File: src/rtl/hyperbus_cfg_seq_pkg.sv
// Shared types and helpers for the HyperBus boot-time configuration sequencer.
package hyperbus_cfg_seq_pkg;

    typedef enum logic [2:0] {
        WAIT,
        WRITE,
        READ,
        DONE,
        ERROR
    } cfg_seq_state_e;

    // Default 32-bit reg bus structs; wider or narrower buses pass their own types in.
    typedef struct packed {
        logic [31:0] addr;
        logic        write;
        logic [31:0] wdata;
        logic [3:0]  wstrb;
        logic        valid;
    } cfg_reg_req_t;

    typedef struct packed {
        logic [31:0] rdata;
        logic        error;
        logic        ready;
    } cfg_reg_rsp_t;

    // The counter only ever has to reach StartDelay-1 or TimeoutCycles-1.
    function automatic int unsigned cnt_width(input int unsigned start_delay,
                                              input int unsigned timeout_cycles);
        int unsigned w_delay;
        int unsigned w_tmo;
        w_delay = (start_delay > 1) ? $clog2(start_delay) : 1;
        w_tmo   = (timeout_cycles > 1) ? $clog2(timeout_cycles) : 1;
        return (w_delay > w_tmo) ? w_delay : w_tmo;
    endfunction

endpackage

File: src/rtl/hyperbus_cfg_seq.sv
// Boot-time register-table writer for the HyperBus controller; hands the reg port to the
// external requester once done. Define HYPERBUS_CFG_SEQ_READBACK_EN to verify each write by reading it back.
module hyperbus_cfg_seq
    import hyperbus_cfg_seq_pkg::*;
#(
    parameter int unsigned RegAddrWidth  = 32,
    parameter int unsigned RegDataWidth  = 32,
    parameter type         reg_req_t     = cfg_reg_req_t,
    parameter type         reg_rsp_t     = cfg_reg_rsp_t,
    parameter int unsigned NumEntries    = 4,
    parameter logic [NumEntries-1:0][RegAddrWidth-1:0] CfgAddr = '0,
    parameter logic [NumEntries-1:0][RegDataWidth-1:0] CfgData = '0,
    parameter int unsigned StartDelay    = 60000,
    parameter int unsigned TimeoutCycles = 1024,
    localparam int unsigned IdxWidth     = (NumEntries > 1) ? $clog2(NumEntries) : 1
) (
    input  logic                clk_i,
    input  logic                rst_i,
    input  logic                restart_i,
    input  reg_req_t            ext_reg_req_i,
    output reg_rsp_t            ext_reg_rsp_o,
    output reg_req_t            reg_req_o,
    input  reg_rsp_t            reg_rsp_i,
    output logic                busy_o,
    output logic                done_o,
    output logic                error_o,
    output logic [IdxWidth-1:0] err_idx_o
);

    localparam int unsigned CntWidth = cnt_width(StartDelay, TimeoutCycles);
    localparam logic [CntWidth-1:0] DelayLast =
        (StartDelay == 0) ? '0 : CntWidth'(StartDelay - 1);
    localparam logic [CntWidth-1:0] TimeoutLast =
        (TimeoutCycles == 0) ? '0 : CntWidth'(TimeoutCycles - 1);
    localparam logic [IdxWidth-1:0] LastIdx = IdxWidth'(NumEntries - 1);

    cfg_seq_state_e      state_q, state_d;
    logic [IdxWidth-1:0] idx_q, idx_d;
    logic [CntWidth-1:0] cnt_q, cnt_d;
    logic [IdxWidth-1:0] err_idx_q, err_idx_d;
    logic                gap_q, gap_d;
    logic                pend_q, pend_d;
    logic                xfer_err;

`ifdef HYPERBUS_CFG_SEQ_READBACK_EN
    assign xfer_err = reg_rsp_i.error
                    | ((state_q == READ) && (reg_rsp_i.rdata != CfgData[idx_q]));
`else
    assign xfer_err = reg_rsp_i.error;
`endif

    always_ff @(posedge clk_i or posedge rst_i) begin
        if (rst_i) begin
            state_q   <= WAIT;
            idx_q     <= '0;
            cnt_q     <= '0;
            err_idx_q <= '0;
            gap_q     <= 1'b0;
            pend_q    <= 1'b0;
        end else begin
            state_q   <= state_d;
            idx_q     <= idx_d;
            cnt_q     <= cnt_d;
            err_idx_q <= err_idx_d;
            gap_q     <= gap_d;
            pend_q    <= pend_d;
        end
    end

    // One counter serves both the start-up delay and the per-transaction timeout.
    always_comb begin
        state_d   = state_q;
        idx_d     = idx_q;
        cnt_d     = cnt_q;
        err_idx_d = err_idx_q;
        gap_d     = 1'b0;
        pend_d    = pend_q;
        unique case (state_q)
            WAIT: begin
                if (StartDelay == 0 || cnt_q == DelayLast) begin
                    state_d = WRITE;
                    cnt_d   = '0;
                end else begin
                    cnt_d = cnt_q + 1'b1;
                end
            end
            WRITE, READ: begin
                if (gap_q) begin
                    cnt_d = '0;
                end else if (reg_rsp_i.ready) begin
                    cnt_d = '0;
                    if (xfer_err) begin
                        state_d   = ERROR;
                        err_idx_d = idx_q;
                    end
`ifdef HYPERBUS_CFG_SEQ_READBACK_EN
                    else if (state_q == WRITE) begin
                        state_d = READ;
                        gap_d   = 1'b1;
                    end
`endif
                    else if (idx_q == LastIdx) begin
                        state_d = DONE;
                    end else begin
                        state_d = WRITE;
                        idx_d   = idx_q + 1'b1;
                        gap_d   = 1'b1;
                    end
                end else if (TimeoutCycles != 0 && cnt_q == TimeoutLast) begin
                    state_d   = ERROR;
                    err_idx_d = idx_q;
                end else begin
                    cnt_d = cnt_q + 1'b1;
                end
            end
            DONE: begin
                // Never cut a passthrough transaction: wait for its handshake first.
                if ((restart_i || pend_q) && (!ext_reg_req_i.valid || reg_rsp_i.ready)) begin
                    state_d = WRITE;
                    idx_d   = '0;
                    cnt_d   = '0;
                    pend_d  = 1'b0;
                end else if (restart_i) begin
                    pend_d = 1'b1;
                end
            end
            ERROR: begin
                if (restart_i) begin
                    state_d = WRITE;
                    idx_d   = '0;
                    cnt_d   = '0;
                    pend_d  = 1'b0;
                end
            end
            default: state_d = WAIT;
        endcase
    end

    always_comb begin
        reg_req_o     = '0;
        ext_reg_rsp_o = '0;
        unique case (state_q)
            WRITE, READ: begin
                reg_req_o.addr  = CfgAddr[idx_q];
                reg_req_o.wdata = CfgData[idx_q];
                reg_req_o.write = (state_q == WRITE);
                reg_req_o.wstrb = '1;
                reg_req_o.valid = !gap_q;
            end
            DONE: begin
                reg_req_o     = ext_reg_req_i;
                ext_reg_rsp_o = reg_rsp_i;
            end
            ERROR: begin
                ext_reg_rsp_o.ready = ext_reg_req_i.valid;
                ext_reg_rsp_o.error = 1'b1;
            end
            default: ;
        endcase
    end

    assign busy_o    = (state_q != DONE) && (state_q != ERROR);
    assign done_o    = (state_q == DONE);
    assign error_o   = (state_q == ERROR);
    assign err_idx_o = err_idx_q;

endmodule

File: config.mk
export PLATFORM = sky130hd
export DESIGN_NAME = hyperbus_cfg_seq
export DESIGN_NICKNAME = d
export VERILOG_FILES = /design/src/rtl/hyperbus_cfg_seq_pkg.sv /design/src/rtl/hyperbus_cfg_seq.sv
export SDC_FILE = /design/constraint.sdc
export NUM_CORES = 1
export LEC_CHECK = 0
export BUFFER_PORTS_ARGS = -buffer_cell sky130_fd_sc_hd__buf_2
export CORE_AREA = 2 2 83 85
export DETAILED_ROUTE_END_ITERATION = 8
export DIE_AREA = 0 0 85 87
export PLACE_DENSITY = 0.77
export SYNTH_ARGS = -nofsm -noshare
export SYNTH_HDL_FRONTEND = slang
export SYNTH_SLANG_ARGS = --single-unit
File: constraint.sdc
create_clock -name clk_i -period 2.35 [get_ports clk_i]
set_input_delay 0.47 -clock clk_i [delete_from_list [all_inputs] [get_ports clk_i]]
set_output_delay 0.47 -clock clk_i [all_outputs]
set_load 0.005 [all_outputs]
==> results of run 1 <==
cell usage in the layout, fill, tap and decap left out, types with 7 or more instances in the layout:
cell type and count:
a21oi_1 7, and2_1 99, buf_2 215, buf_4 9
dfrtp_1 22, nand2_1 17, nand3_1 9, nor2_1 19
o21ai_0 11, o21ai_1 10, o31ai_1 10
final cells by class:
type | count | area (sq um)
well taps | 80 | 100.1
inverters | 5 | 18.77
clock buffers | 3 | 41.29
clock inverters | 1 | 5.005
flip-flops and latches | 25 | 629.4
repair buffers | 227 | 1204
fillers | 668 | 3072
multi-input cells | 242 | 1499
per-stage QoR:
stage	hold WS [ns]	worst slack, ns	std cells
detailed placement	0.4882	0.1572	577
global placement	0.4841	0.1992	577
floorplan	0.4524	0.3054	292
finish	0.2369	0.1205	583
global route	0.2826	0.008414	583
CTS	0.2426	0.004458	581
worst max-delay path, stage by stage (launching register included):
cell and delay, ns:
dfrtp_2 0.48, nor2_1 0.22, buf_4 0.16, nand2_2 0.14
inv_2 0.17, a22o_1 0.19, buf_2 0.13
sequential cells by signal, summed over array words and instances, names as in the netlist:
| register | cells |
|---|---|
| cnt_q | 16 |
| err_idx_o | 2 |
| gap_q | 1 |
| idx_q | 2 |
| pend_q | 1 |
| state_q | 3 |
routing by layer:
metal / vias up / GRT usage / routed length (um)
met5: - / 0 / 0
met4: 0 / 0.01299 / 24
met3: 4 / 0.08341 / 1378
met2: 198 / 0.4084 / 4713
met1: 1415 / 0.4341 / 4840
li1: 1417 / - / -
worst max-delay path by stage:
stage,end,slack [ns],cells after the start
6_report,ext_reg_rsp_o[0],0.12,6
5_1_grt,cnt_q[3]$_DFFE_PP0P_,0.008,7
4_1_cts,ext_reg_rsp_o[0],0.004,6
3_5_place_dp,cnt_q[10]$_DFFE_PP0P_,0.16,7
3_3_place_gp,cnt_q[11]$_DFFE_PP0P_,0.20,7
2_1_floorplan,ext_reg_rsp_o[10],0.31,6
what timing repair did:
action	in CTS	in global routing
gates resized for setup	1	5
endpoints found under the setup margin	2	3
buffers inserted	0	2
hold buffers	0	0
power breakdown:
part	leakage, nW	total, mW	switching [mW]	internal, mW
clock network	0.0255	0.255	0.136	0.119
logic	1.69	0.332	0.156	0.175
registers	0.322	0.618	0.105	0.513
total	2.04	1.20	0.398	0.807
cells by family (layout without fill, tap and decap cells):
family / after synthesis / in the layout / synth area share
xor gates and xnor gates: 2 / 2 / 0.007924
buffers and inverters: 25 / 236 / 0.04754
and+or+nand+nor: 173 / 173 / 0.4471
DFF: 25 / 25 / 0.2830
AOI/OAI and AO/OA: 60 / 60 / 0.1783
adders and majority gates: 2 / 2 / 0.01132
muxes: 5 / 5 / 0.02490
==> flow_metrics.tcl, run 1 <==
set metrics [dict create \
    outcome "finished, final reports clean" \
    detailed_place_hpwl_mm 9.345 \
    crit_path_start "state_q[1]$_DFFE_PP0P_" \
    clkTransAtPathRegs_ns 0.09 \
    hold_path_class "in -> async" \
    postRouteAntennaNets 0 \
    netlist_instances 292 \
    layout-drive-gt1-share 0.4891 \
    dpl_cell_area_sq_um 3421 \
    cts_tree "done" \
    peakVddDrop_mv 0.3440 \
    fin_crit_sh 0.9487 \
    grt_pass1_wl_mm 15.71 \
    fmax_ghz 0.4485 \
    area_delta_synth_final_pct 58.18 \
    die_w_um 85 \
    worstPathRequired_ns 1.88 \
    synth_area_leaders "dfrtp_1 28%, and2_1 28%, nor2_1 3.4%, o31ai_1 3.4%, nand2_1 3.1%" \
    start_kind "flop" \
    pin_count 216 \
    r2r-end "cnt_q[10]$_DFFE_PP0P_" \
    drc_errors 0 \
    syn_area_sq_um 2211 \
    crit_fanout 8 \
    htree_levels 1 \
    postSynthAreaPerCell_sq_um 7.571 \
    fin_util 0.5324 \
    crit_type "reg -> out" \
    rr_startpoint "cnt_q[12]$_DFFE_PP0P_" \
    clock_skew_ns 0.002260 \
    clock-sinks 25 \
    first_iter_violations 342 \
    die_h_um 87 \
    core.rowCount 30 \
    leakage_nw 2.040 \
    first_global_vias 2671 \
    grt_remaining_overflow 0 \
    yosys_register_bits 25 \
    synth_edf_count 0 \
    yosysWarnings 0 \
    fin_crit_ns 2.229 \
    wl_per_cell_um 18.79 \
    cp.arrival_ns 1.76 \
    ys.flop_type "dfrtp_1" \
    antenna_found_initial 0 \
    core_area_sq_um 6569 \
    vias_per_cell 5.204 \
    hold_violations 0 \
    setup-tns-final_ns 0 \
    first_pass_iters 6 \
    max_slew_margin 0.6736 \
    fin_nets 613 \
    synth_top_area_share 0.2830 \
    grtUsageTotal 0.2826 \
    synth_common_cells "99 x and2_1, 25 x dfrtp_1, 20 x nor2_1" \
    power.density_nw_per_um2 344.5 \
    die_area_sq_um 7395 \
    yosys.area.top_type "dfrtp_1" \
    finalPower_mw 1.205 \
    setup_violations 0 \
    synth.net_count 401 \
    gp_congestion 0.9387 \
    routed_wl_mm 10.96 \
    portBuffers 215 \
    async_flop_share 1.000 \
    clockBufferDepth 2 \
    seq_area_frac_synth 0.2830 \
    initial_core_util 0.3366 \
    num_vias 3034 \
    reg2regPathDepth 7 \
    maxSlewViolCount 0 \
    synth_most_common_cell "and2_1" \
    antenna_cells 0 \
    worstSetupEndpointType "primary output" \
    insertion_delay_ns 0.27 \
    drv_cap 0 \
    worst_pin_slew_ns 0.4832 \
    grt_max_degree 62 \
    yosysUniqueCellTypes 43 \
    numCtsBuffers 3 \
    fin_area_sq_um 3497 \
    rsz0062_at_grt "no" \
    root_buffer "clkbuf_8" \
    ff2ff_setup_slack_ns 0.16 \
]
Note: power is estimated with default switching activity, not from simulation.
==> run 2: changes to the inputs <==
ABC_AREA = 1   (was not set)
CORE_AREA = not set   (was 2 2 83 85)
CORE_MARGIN = 1.5   (was not set)
CORE_UTILIZATION = 40   (was not set)
DIE_AREA = not set   (was 0 0 85 87)
PLACE_DENSITY = 0.82   (was 0.77)
==> run 2 against run 1 <==
Compared with the run above: sequential share of layout area is 1.7 points lower; largest power group unchanged; worst hold slack got worse by 0.021 ns; largest cell class unchanged; flip-flop and latch count did not move; critical path depth shrank 1; register-to-register slack improved by 0.15 ns.
==> flow_metrics.tcl, run 2 <==
set metrics [dict create \
    fin_ws_ns 0.08952 \
    grt_pass1_wl_mm 17.73 \
    seq_area_frac_synth 0.2381 \
    routed_wl_mm 11.75 \
    die_w_um 84.05 \
    top_register "cnt_q" \
    syn_area_sq_um 2628 \
    wl_per_cell_um 14.80 \
    crit_type "reg -> out" \
    largest_registers "cnt_q: 16 flops, state_q: 3 flops" \
    power.density_nw_per_um2 228.8 \
    start_kind "flop" \
    final_cell_mix "215 x buf_2, 143 x inv_1, 139 x nor2_1" \
    fin_crit_ns 2.260 \
    crit_family "buffers and inverters" \
    synth_most_common_cell "inv_1" \
    root_buffer "clkbuf_8" \
    worst_pin_slew_ns 0.3754 \
    first_global_vias 3498 \
    maxSlewViolCount 0 \
    place_ws_ns 0.3207 \
    core.rowCount 29 \
    cpMaxStageDelayCell "dfrtp_1" \
    netlist_instances 506 \
    numCtsBuffers 3 \
    leakage_nw 2.909 \
    setup_violations 0 \
    synth_edf_count 0 \
    async_flop_share 1.000 \
    synth.net_count 615 \
    num_vias 3770 \
    postSynthAreaPerCell_sq_um 5.193 \
    cts_tree "done" \
    gp_congestion 0.9709 \
    cts_resized 0 \
    antenna_cells 0 \
    area_delta_synth_final_pct 45.90 \
    max_slew_margin 0.7497 \
    crit_fanout 24 \
    ys.flop_type "dfrtp_1" \
    max_stage_delay_ns 0.48 \
    fin_util 0.6037 \
    layout-drive-gt1-share 0.3333 \
    fin_nets 827 \
    clockBufferDepth 2 \
    worstPathRequired_ns 1.88 \
    post-cts-setup-buffers 0 \
    antenna_found_initial 0 \
    grt_max_degree 59 \
    drc_errors 0 \
    pin_count 216 \
    drv_cap 0 \
    ctsHoldBuffers 0 \
    peakVddDrop_mv 0.3217 \
    cp.arrival_ns 1.79 \
    grtUsageTotal 0.3198 \
    clock_skew_ns 0.02194 \
    core_area_sq_um 6350 \
    htree_levels 1 \
    die_area_sq_um 7064 \
    first_iter_violations 221 \
    initial_core_util 0.4138 \
    clock-sinks 25 \
    worstSetupEndpointType "primary output" \
    grt_remaining_overflow 0 \
    clkTransAtPathRegs_ns 0.11 \
    synth_common_cells "143 x inv_1, 139 x nor2_1, 106 x nand2_1" \
    yosysUniqueCellTypes 25 \
    yosys.area.top_type "dfrtp_1" \
    hold_path_class "in -> async" \
    rsz0062_at_grt "yes" \
    portBuffers 215 \
    yosysWarnings 0 \
    synth_top_area_share 0.2381 \
    cp.buffers_inverters 3 \
    fmax_ghz 0.4424 \
    first_pass_iters 6 \
    crit_chain "inv_2, nand3_4, buf_6, nor2_1, buf_2" \
    yosys_register_bits 25 \
    vias_per_cell 4.748 \
    hold_violations 0 \
    largest_reg_flops 16 \
    detailed_place_hpwl_mm 9.940 \
    synth_area_leaders "dfrtp_1 24%, inv_1 20%, nor2_1 20%, nand2_1 15%, nand4_1 4.8%" \
    postRouteAntennaNets 0 \
    die_h_um 84.05 \
    setup-tns-final_ns 0 \
    outcome "finished, final reports clean" \
    insertion_delay_ns 0.29 \
    final_common_cell "buf_2" \
    fin_crit_sh 0.9619 \
]
-- run 2: cell types whose count changed after synthesis, sizes merged, moves of 6 or more --
cell,delta
inv,+145
nor2,+121
and2,-99
nand2,+93
nand4,+17
nand3,+14
o31ai,-10
clkbuf,-9
o21ai,-9
a21oi,-6
-- run 2: where the power goes --
| group | leakage, nW | internal [mW] | total [mW] | switching [mW] |
|---|---|---|---|---|
| sequential | 0.319 | 0.430 | 0.430 | 0 |
| combinational | 2.56 | 0.0775 | 0.165 | 0.0872 |
| clock | 0.0255 | 0.119 | 0.282 | 0.163 |
| total | 2.91 | 0.627 | 0.877 | 0.250 |
-- run 2: stage by stage --
stage	cell area (sq um)	hold slack, ns	total power, mW	std cells
CTS	3826	0.2423	0.8705	794
floorplan	2628	0.4675	0.4826	506
global route	3834	0.2543	0.9060	794
global placement	3780	0.4719	0.6020	790
detailed placement	3780	0.4870	0.6018	790
finish	3834	0.2158	0.8770	794
-- run 2: logic make-up after synthesis --
group	share of synthesized area
simple gates	0.4771
fa+ha+maj	0.009522
xor+xnor	0.006668
flops	0.2381
compound gates	0.03238
buf+inv	0.2362
-- run 2: final cells by class --
class	instances	area [sq um]
fillers	661	2516
multi-input cells	319	1389
repair buffers	219	1114
flip-flops and latches	25	625.6
inverters	150	563.0
well taps	77	96.34
clock buffers	3	41.29
clock inverters	1	5.005
-- run 2: final timing paths --
kind | cells after the start | slack (ns) | start | end
max in group asynchronous | 3 | 1.84 | rst_i | cnt_q[9]$_DFFE_PP0P_
hold reg to reg | 2 | 0.53 | err_idx_o[0]$_DFFE_PP0P_ | err_idx_o[0]$_DFFE_PP0P_
min in group clk_i | 3 | 0.50 | restart_i | pend_q$_DFFE_PP0P_
hold / removal | 3 | 0.22 | rst_i | err_idx_o[1]$_DFFE_PP0P_
setup reg to reg | 10 | 0.31 | state_q[1]$_DFFE_PP0P_ | cnt_q[11]$_DFFE_PP0P_
setup / recovery | 5 | 0.09 | state_q[2]$_DFFE_PP0P_ | reg_req_o[68]
-- run 2: per-layer routing --
layer / track usage / share of wire
met5: 0 / 0
met3: 0.04847 / 0.053
met2: 0.5905 / 0.52
met1: 0.3518 / 0.37
met4: 0.1580 / 0.058
-- run 2: tightest hold or removal path, stage by stage --
cell and delay (ns):
buf_2 0.10, inv_1 0.04, buf_4 0.32
